File: src/rtl/imem_loader.sv
// Boot-time instruction memory loader: assembles a little-endian byte stream into
// 32-bit words, writes them to consecutive IMEM addresses, then verifies an XOR checksum.
module imem_loader #(
  parameter int addr_data_width = 32,
  parameter int IMEM_DEPTH      = 512,
  parameter int IMEM_AW         = $clog2(IMEM_DEPTH)
) (
  input  logic                       clk1,
  input  logic                       reset1,
  input  logic                       start,
  input  logic [IMEM_AW:0]           word_count,
  input  logic                       byte_valid,
  input  logic [7:0]                 byte_data,
  output logic                       byte_ready,
  output logic                       imem_we,
  output logic [IMEM_AW-1:0]         imem_waddr,
  output logic [addr_data_width-1:0] imem_wdata,
  output logic                       core_hold,
  output logic                       done,
  output logic                       err
);

  typedef enum logic [2:0] {
    S_IDLE, S_RECV, S_WRITE, S_CHECK, S_DONE, S_ERR
  } state_t;

  localparam logic [IMEM_AW:0] DEPTH_W = (IMEM_AW+1)'(IMEM_DEPTH);

  state_t                     state_q, state_d;
  logic [IMEM_AW:0]           wcnt_q, wcnt_d;
  logic [IMEM_AW:0]           widx_q, widx_d;
  logic [1:0]                 bidx_q, bidx_d;
  logic [addr_data_width-1:0] word_q, word_d;
  logic [7:0]                 csum_q, csum_d;
  logic                       accept;

  always_ff @(posedge clk1 or posedge reset1) begin
    if (reset1) begin
      state_q <= S_IDLE;
      wcnt_q  <= '0;
      widx_q  <= '0;
      bidx_q  <= '0;
      word_q  <= '0;
      csum_q  <= '0;
    end else begin
      state_q <= state_d;
      wcnt_q  <= wcnt_d;
      widx_q  <= widx_d;
      bidx_q  <= bidx_d;
      word_q  <= word_d;
      csum_q  <= csum_d;
    end
  end

  // Outputs decode only the state register, so byte_valid never reaches byte_ready.
  assign byte_ready = (state_q == S_RECV) || (state_q == S_CHECK);
  assign imem_we    = (state_q == S_WRITE);
  assign done       = (state_q == S_DONE);
  assign err        = (state_q == S_ERR);
  assign core_hold  = (state_q != S_DONE);
  assign imem_waddr = widx_q[IMEM_AW-1:0];
  assign imem_wdata = word_q;
  assign accept     = byte_valid && byte_ready;

  always_comb begin
    state_d = state_q;
    wcnt_d  = wcnt_q;
    widx_d  = widx_q;
    bidx_d  = bidx_q;
    word_d  = word_q;
    csum_d  = csum_q;
    case (state_q)
      S_IDLE, S_DONE, S_ERR: begin
        if (start) begin
          wcnt_d = word_count;
          widx_d = '0;
          bidx_d = '0;
          csum_d = '0;
          if (word_count > DEPTH_W)   state_d = S_ERR;
          else if (word_count == '0)  state_d = S_CHECK;
          else                        state_d = S_RECV;
        end
      end
      S_RECV: begin
        if (accept) begin
          word_d[{bidx_q, 3'b000} +: 8] = byte_data;
          csum_d = csum_q ^ byte_data;
          bidx_d = bidx_q + 2'd1;
          if (bidx_q == 2'd3) state_d = S_WRITE;
        end
      end
      S_WRITE: begin
        widx_d  = widx_q + 1'b1;
        state_d = (widx_d == wcnt_q) ? S_CHECK : S_RECV;
      end
      S_CHECK: begin
        // The checksum byte itself is compared, never folded into the XOR.
        if (accept) state_d = (byte_data == csum_q) ? S_DONE : S_ERR;
      end
      default: state_d = S_IDLE;
    endcase
  end

endmodule

File: config.mk
export PLATFORM = sky130hd
export DESIGN_NAME = imem_loader
export DESIGN_NICKNAME = d
export VERILOG_FILES = /design/src/rtl/imem_loader.sv
export SDC_FILE = /design/constraint.sdc
export NUM_CORES = 1
export LEC_CHECK = 0
export ABC_AREA = 1
export CAP_MARGIN = 20
export CORE_UTILIZATION = 45
export CTS_CLUSTER_DIAMETER = 150
export DETAILED_ROUTE_END_ITERATION = 8
export GPL_ROUTABILITY_DRIVEN = 0
export PLACE_DENSITY = 0.71
export SETUP_SLACK_MARGIN = 0.02
export SKIP_LAST_GASP = 1
export SLEW_MARGIN = 20
export SYNTH_ARGS = -nofsm -noshare
export SYNTH_HDL_FRONTEND = slang
export SYNTH_SLANG_ARGS = --single-unit
File: constraint.sdc
create_clock -name clk1 -period 2.7 [get_ports clk1]
set_input_delay 0.27 -clock clk1 [delete_from_list [all_inputs] [get_ports clk1]]
set_output_delay 0.27 -clock clk1 [all_outputs]
set_load 0.01 [all_outputs]
Word-level counts from Yosys, hierarchy flattened:

Cells that the tools add are included.

* add/sub/neg operators: 3
* multipliers: 0
* div/mod/pow operators: 0
* order comparisons: 1
* eq/ne operators: 13
* shift-type cells: 2
* muxes and demuxes: 18
* bitwise operators: 1
* reduce and logical (&&, ||, !) cells: 12

Operators with widths (count)
* 32-bit bitwise mux: 1
* 8-bit by 7-bit variable shift with 32-bit output, first input constant: 1
* 8-bit by 7-bit variable part select with 32-bit output: 1
* 10-bit case mux with 2 select lines: 1
* 8-bit two-way mux: 2
* 8-bit case mux with 2 select lines: 1
* 3-bit two-way mux: 5
* 3-bit case mux with 4 select lines: 1
* 10-bit by 1-bit adder with 10-bit output, second input constant: 1
* 10-bit == test: 1
* 10-bit greater-than comparator, second input constant: 1
* 10-bit zero test: 1
* 10-bit two-way mux: 1
* 8-bit == test: 1
* 2-bit two-way mux: 4
* 8-bit bitwise XOR: 1
* 5-bit negation with 7-bit output: 1
* 3-bit by 2-bit == test with 1-bit output, second input constant: 2
* 3-bit == test, second input constant: 2
* 2-bit != test, second input constant: 3
* 2-bit AND reduction: 3
* 2-bit case mux with 2 select lines: 1
* 4-bit AND reduction: 1
* 2-bit nonzero test: 2
* other kinds (11): 11

* register bits after elaboration: 65
* bits in latches: 0
* bits in writable memories: 0
* ROM bits: 0
* output and inout bits: 46
* logic and storage cells: 56
* memories kept: 0

Depth between registers and ports, before layout:

* depth in word-level cells: 5
* depth in mapped cells: 13
* mapped depth without buffers: 13

Worst setup path after synthesis:

OpenSTA, ideal clock, no wires.

* path kind: flip-flop to flip-flop
* start: register bidx_q[0]
* end: register word_q[16], in the netlist imem_wdata[16]
* library setup time: 66 ps
* arrival time: 1811 ps
* data required time: 2634 ps
* slack: 823 ps
* stages on the path, launching flop included: 8
* period minus slack after synthesis: 1877 ps
* cell sequence: dfrtp_1 clkbuf_1 inv_1 ha_1 inv_1 nor3_1 nand3_1 nand2_1

* word-level cells in the longest chain between the ends: 3

Ends and longest elaborated chain
* start: declaration: line 32 `logic [1:0] bidx_q, bidx_d;`
* start signal: assignment: line 49 `bidx_q <= bidx_d;`
* 5-bit negation with 7-bit output *: line 86 `word_d[{bidx_q, 3'b000} +: 8] = byte_data;`
* 8-bit by 7-bit variable part select with 32-bit output / 8-bit by 7-bit variable shift with 32-bit output (equally long branches): line 86
* 32-bit bitwise mux *: line 86
* end signal: assignment: line 50 `word_q <= word_d;`
* end: declaration: line 33 `logic [addr_data_width-1:0] word_q, word_d;`

Every way passes the cells marked *; elsewhere a longest branch is shown, timed or not.
A chain may end at the register's enable or synchronous reset.

Worst setup path after layout:

* start: register state_q[1]
* end: output imem_we

* word-level cells in the longest chain between the ends: 1

Ends and longest elaborated chain
* start: declaration: line 29 `state_t state_q, state_d;`
* start signal: assignment: line 46 `state_q <= state_d;`
* 3-bit by 2-bit == test with 1-bit output: line 57 `assign imem_we = (state_q == S_WRITE);`
* end: declaration: line 15 `output logic imem_we,`

Every way passes these cells.

==> summary.md <==
| Metric | Value |
|---|---|
| Status | completed |
| Die Wd | approximately 90 um |
| Endpoints failing setup | 0 |
| Clock transition at path regs | approximately 70 ps |
| Antenna violations before repair | 0 |
| CP max FO | 8 |
| Cts bufs inserted | 9 |
| Mean post-synth cell area | 8.12 um^2 |
| TritonCTS clock tree | done |
| Data arrival time of the worst path | between 1500 and 2000 ps |
| Min Clock Period, post-route | roughly 2100 ps |
| DR pass1 iterations | 5 |
| Tot GR Track Use | 0.223 |
| HPWL Detailed | approximately 5.8 mm |
| Wire per inst | around 14 um |
| Mapped Nets | 450 |
| Routed Antenna Nets | 0 |
| Vias in the first global route | between 2000 and 3000 |
| Post-CTS setup buffer count | 0 |
| Final worst path period share | 0.787 |
| Mux cell area share after synthesis | 0.0131 |
| Fin. max-slew vios | 0 |
| Fraction of layout cells with a size suffix above 1 | 0.0793 |
| Overall power | between 3 and 4 mW |
| Compound-Gate Fraction of Synth Area | 0.0967 |
| Synthesized cell area | 3430 um^2 |
| Synth unique cells | 32 |
| Post-CTS resize count | 0 |
| N_diodes | 0 |
| CORE AREA | 7290 um^2 |
| Peak VDD IR | 379 uV |
| CTS max path bufs | 2 |
| Area Overhead vs Synth | 27.1% |
| Initial core utilization | 0.470 |
| Final WL | between 8 and 9 mm |
| # H-tree levels | 3 |
| FP Rows | 31 |
| FF-to-FF path depth | 7 |
| Clock Skew | around 9.8 ps |
| Req. time, crit path | 2430 ps |
| Top-area cell type share of the netlist area | 0.474 |
| Most common cell after layout, fill and taps aside | nand2_1 |
| FF+latch count, synth | 65 |
| Worst Tran Pin Value | 535 ps |
| Min-delay worst type | in2async |
| Worst R2R Start | bidx_q[0] |
| First-pass GRT wire length | 13.3 mm |
| Setup TNS | 0 ps |
| Largest net degree at the start of global routing | 66 |
| P per Cell Area | about 880 nW/um^2 |
| CP Launch Type | register |
| Die H | around 89 um |
| Synth Area in XOR/XNOR | 0.0230 |
| Max-Cap Viols | 0 |
| Buffers on Ports | 67 |
| Post-Synth Simple-Gate Area | 0.286 |
| Ranking of synthesized cells by area | dfrtp_1, nand2_1, nand3_1, o21ai_0, inv_1 |
| Largest family of logic cells by synthesized area | simple AND/OR/NAND/NOR gates |
| Post-synthesis instance total | 422 |
| RSZ-0062 raised after global routing | false |
| Clock Latency Late Sink | between 300 and 400 ps |
| Post-Synth Adder-Cell Area | 0.0219 |
| CP endpoint kind | primary output |
| Routed vias/inst | between 5 and 6 |
| Peak Freq | around 0.47 GHz |
| CTS Hold Buffers Added | 0 |
| Grt total ovfl | 0 |
| Post-synthesis sequential area ratio | 0.474 |
| DRC violations left | 0 |
| Via count | 3073 |
| IO Count | between 60 and 70 |
| Die area | 7970 um^2 |
| Crit Path Class | reg2out |
| Final Hold Fails | 0 |
| Lkg Pwr | ~2.1 nW |
| DR iter-0 viols | ~150 |
| CP Launch Point | state_q[1] |
| CTS sink count | 65 |
| CTS root buffer | clkbuf_8 |
| Rel. slew slack | 0.642 |
| Final-stage net count | 515 |
| Synth area leader | dfrtp_1 |
| Most frequent cells in the layout | nand2_1, clkdlybuf4s50_1, dfrtp_1, nand3_1, inv_1 |
| YS warnings | 0 |
==> state kept, by name, summed over array words and instances, names as in the netlist <==
signal and count:
bidx_q 2, imem_wdata 32, widx_q 10, state_q 3, wcnt_q 10, csum_q 8
==> layout make-up <==
type	instances	area, um^2
clock inverters	6	82.6
clock buffers	10	128
fillers	643	2930
repair buffers	71	713
multi-input cells	295	1510
inverters	45	171
well taps	99	124
flip-flops and latches	65	1630
==> worst paths after layout <==
check | slack, ps | end
max | 570 | imem_we
min | 300 | state_q[0]
max reg2reg | 690 | imem_wdata[4]
min reg2reg | 500 | imem_wdata[16]
max in group asynchronous | 2090 | state_q[2]
min in group clk1 | 500 | imem_wdata[16]
==> synthesized netlist by cell type <==
| cell type | instances |
|---|---|
| nor2_4 | 6 |
| o22ai_2 | 1 |
| nand3_1 | 62 |
| clkbuf_2 | 2 |
| nand3b_1 | 2 |
| o21ai_1 | 8 |
| nor2_1 | 24 |
| buf_4 | 9 |
| buf_1 | 1 |
| mux2_2 | 4 |
| inv_1 | 41 |
| xor2_1 | 3 |
| inv_2 | 3 |
| a31oi_1 | 1 |
| inv_4 | 1 |
| a22oi_1 | 1 |
| nand4_1 | 2 |
| nor3_1 | 7 |
| nand3_2 | 1 |
| nor3_4 | 1 |
| ha_1 | 6 |
| nor2_8 | 1 |
| o22ai_1 | 5 |
| clkbuf_1 | 1 |
| o21ai_2 | 1 |
| o21ai_0 | 39 |
| a21oi_1 | 6 |
| buf_2 | 2 |
| nand2_1 | 108 |
| dfrtp_1 | 65 |
| xnor2_1 | 6 |
| buf_6 | 2 |
==> power breakdown <==
| group | switching, mW | internal [mW] | total [mW] |
|---|---|---|---|
| clock network | 0.380 | 0.515 | 0.895 |
| logic | 0.904 | 0.607 | 1.51 |
| registers | 0.207 | 1.23 | 1.44 |
| total | 1.49 | 2.35 | 3.84 |
==> stage by stage <==
step | setup WS, ps | instances | utilization | hold slack [ps] | area [um^2]
3_3_place_gp | 845 | 575 | 0.569 | 480 | 4150
3_5_place_dp | 727 | 575 | 0.569 | 482 | 4150
5_1_grt | 463 | 591 | 0.598 | 364 | 4360
4_1_cts | 567 | 591 | 0.598 | 326 | 4360
6_report | 575 | 591 | 0.598 | 295 | 4360
2_1_floorplan | 804 | 422 | - | 408 | 3430
==> critical path, cell delays in order, from the launching register on <==
cell             delay [ps]
dfrtp_1                 470
inv_1                   120
nor3_4                  320
clkdlybuf4s50_1         610
==> cell families (layout without fill, tap and decap cells) <==
group                      after synthesis  count (layout)
AOI/OAI and AO/OA                       62              62
xor gates and xnor gates                 9               9
adders and majority gates                6               6
buffers and inverters                   62             132
DFF                                     65              65
muxes                                    4               4
and+or+nand+nor                        214             214
==> metal layers <==
| metal | global-route usage | up-vias | wire length, um |
|---|---|---|---|
| li1 | - | 1507 | - |
| met2 | 0.327 | 97 | 3730 |
| met1 | 0.324 | 1452 | 3830 |
| met3 | 0.0471 | 17 | 461 |
| met5 | 0 | - | 0 |
| met4 | 0.0880 | 0 | 165 |
No activity file was read; power rests on OpenSTA's default activity.
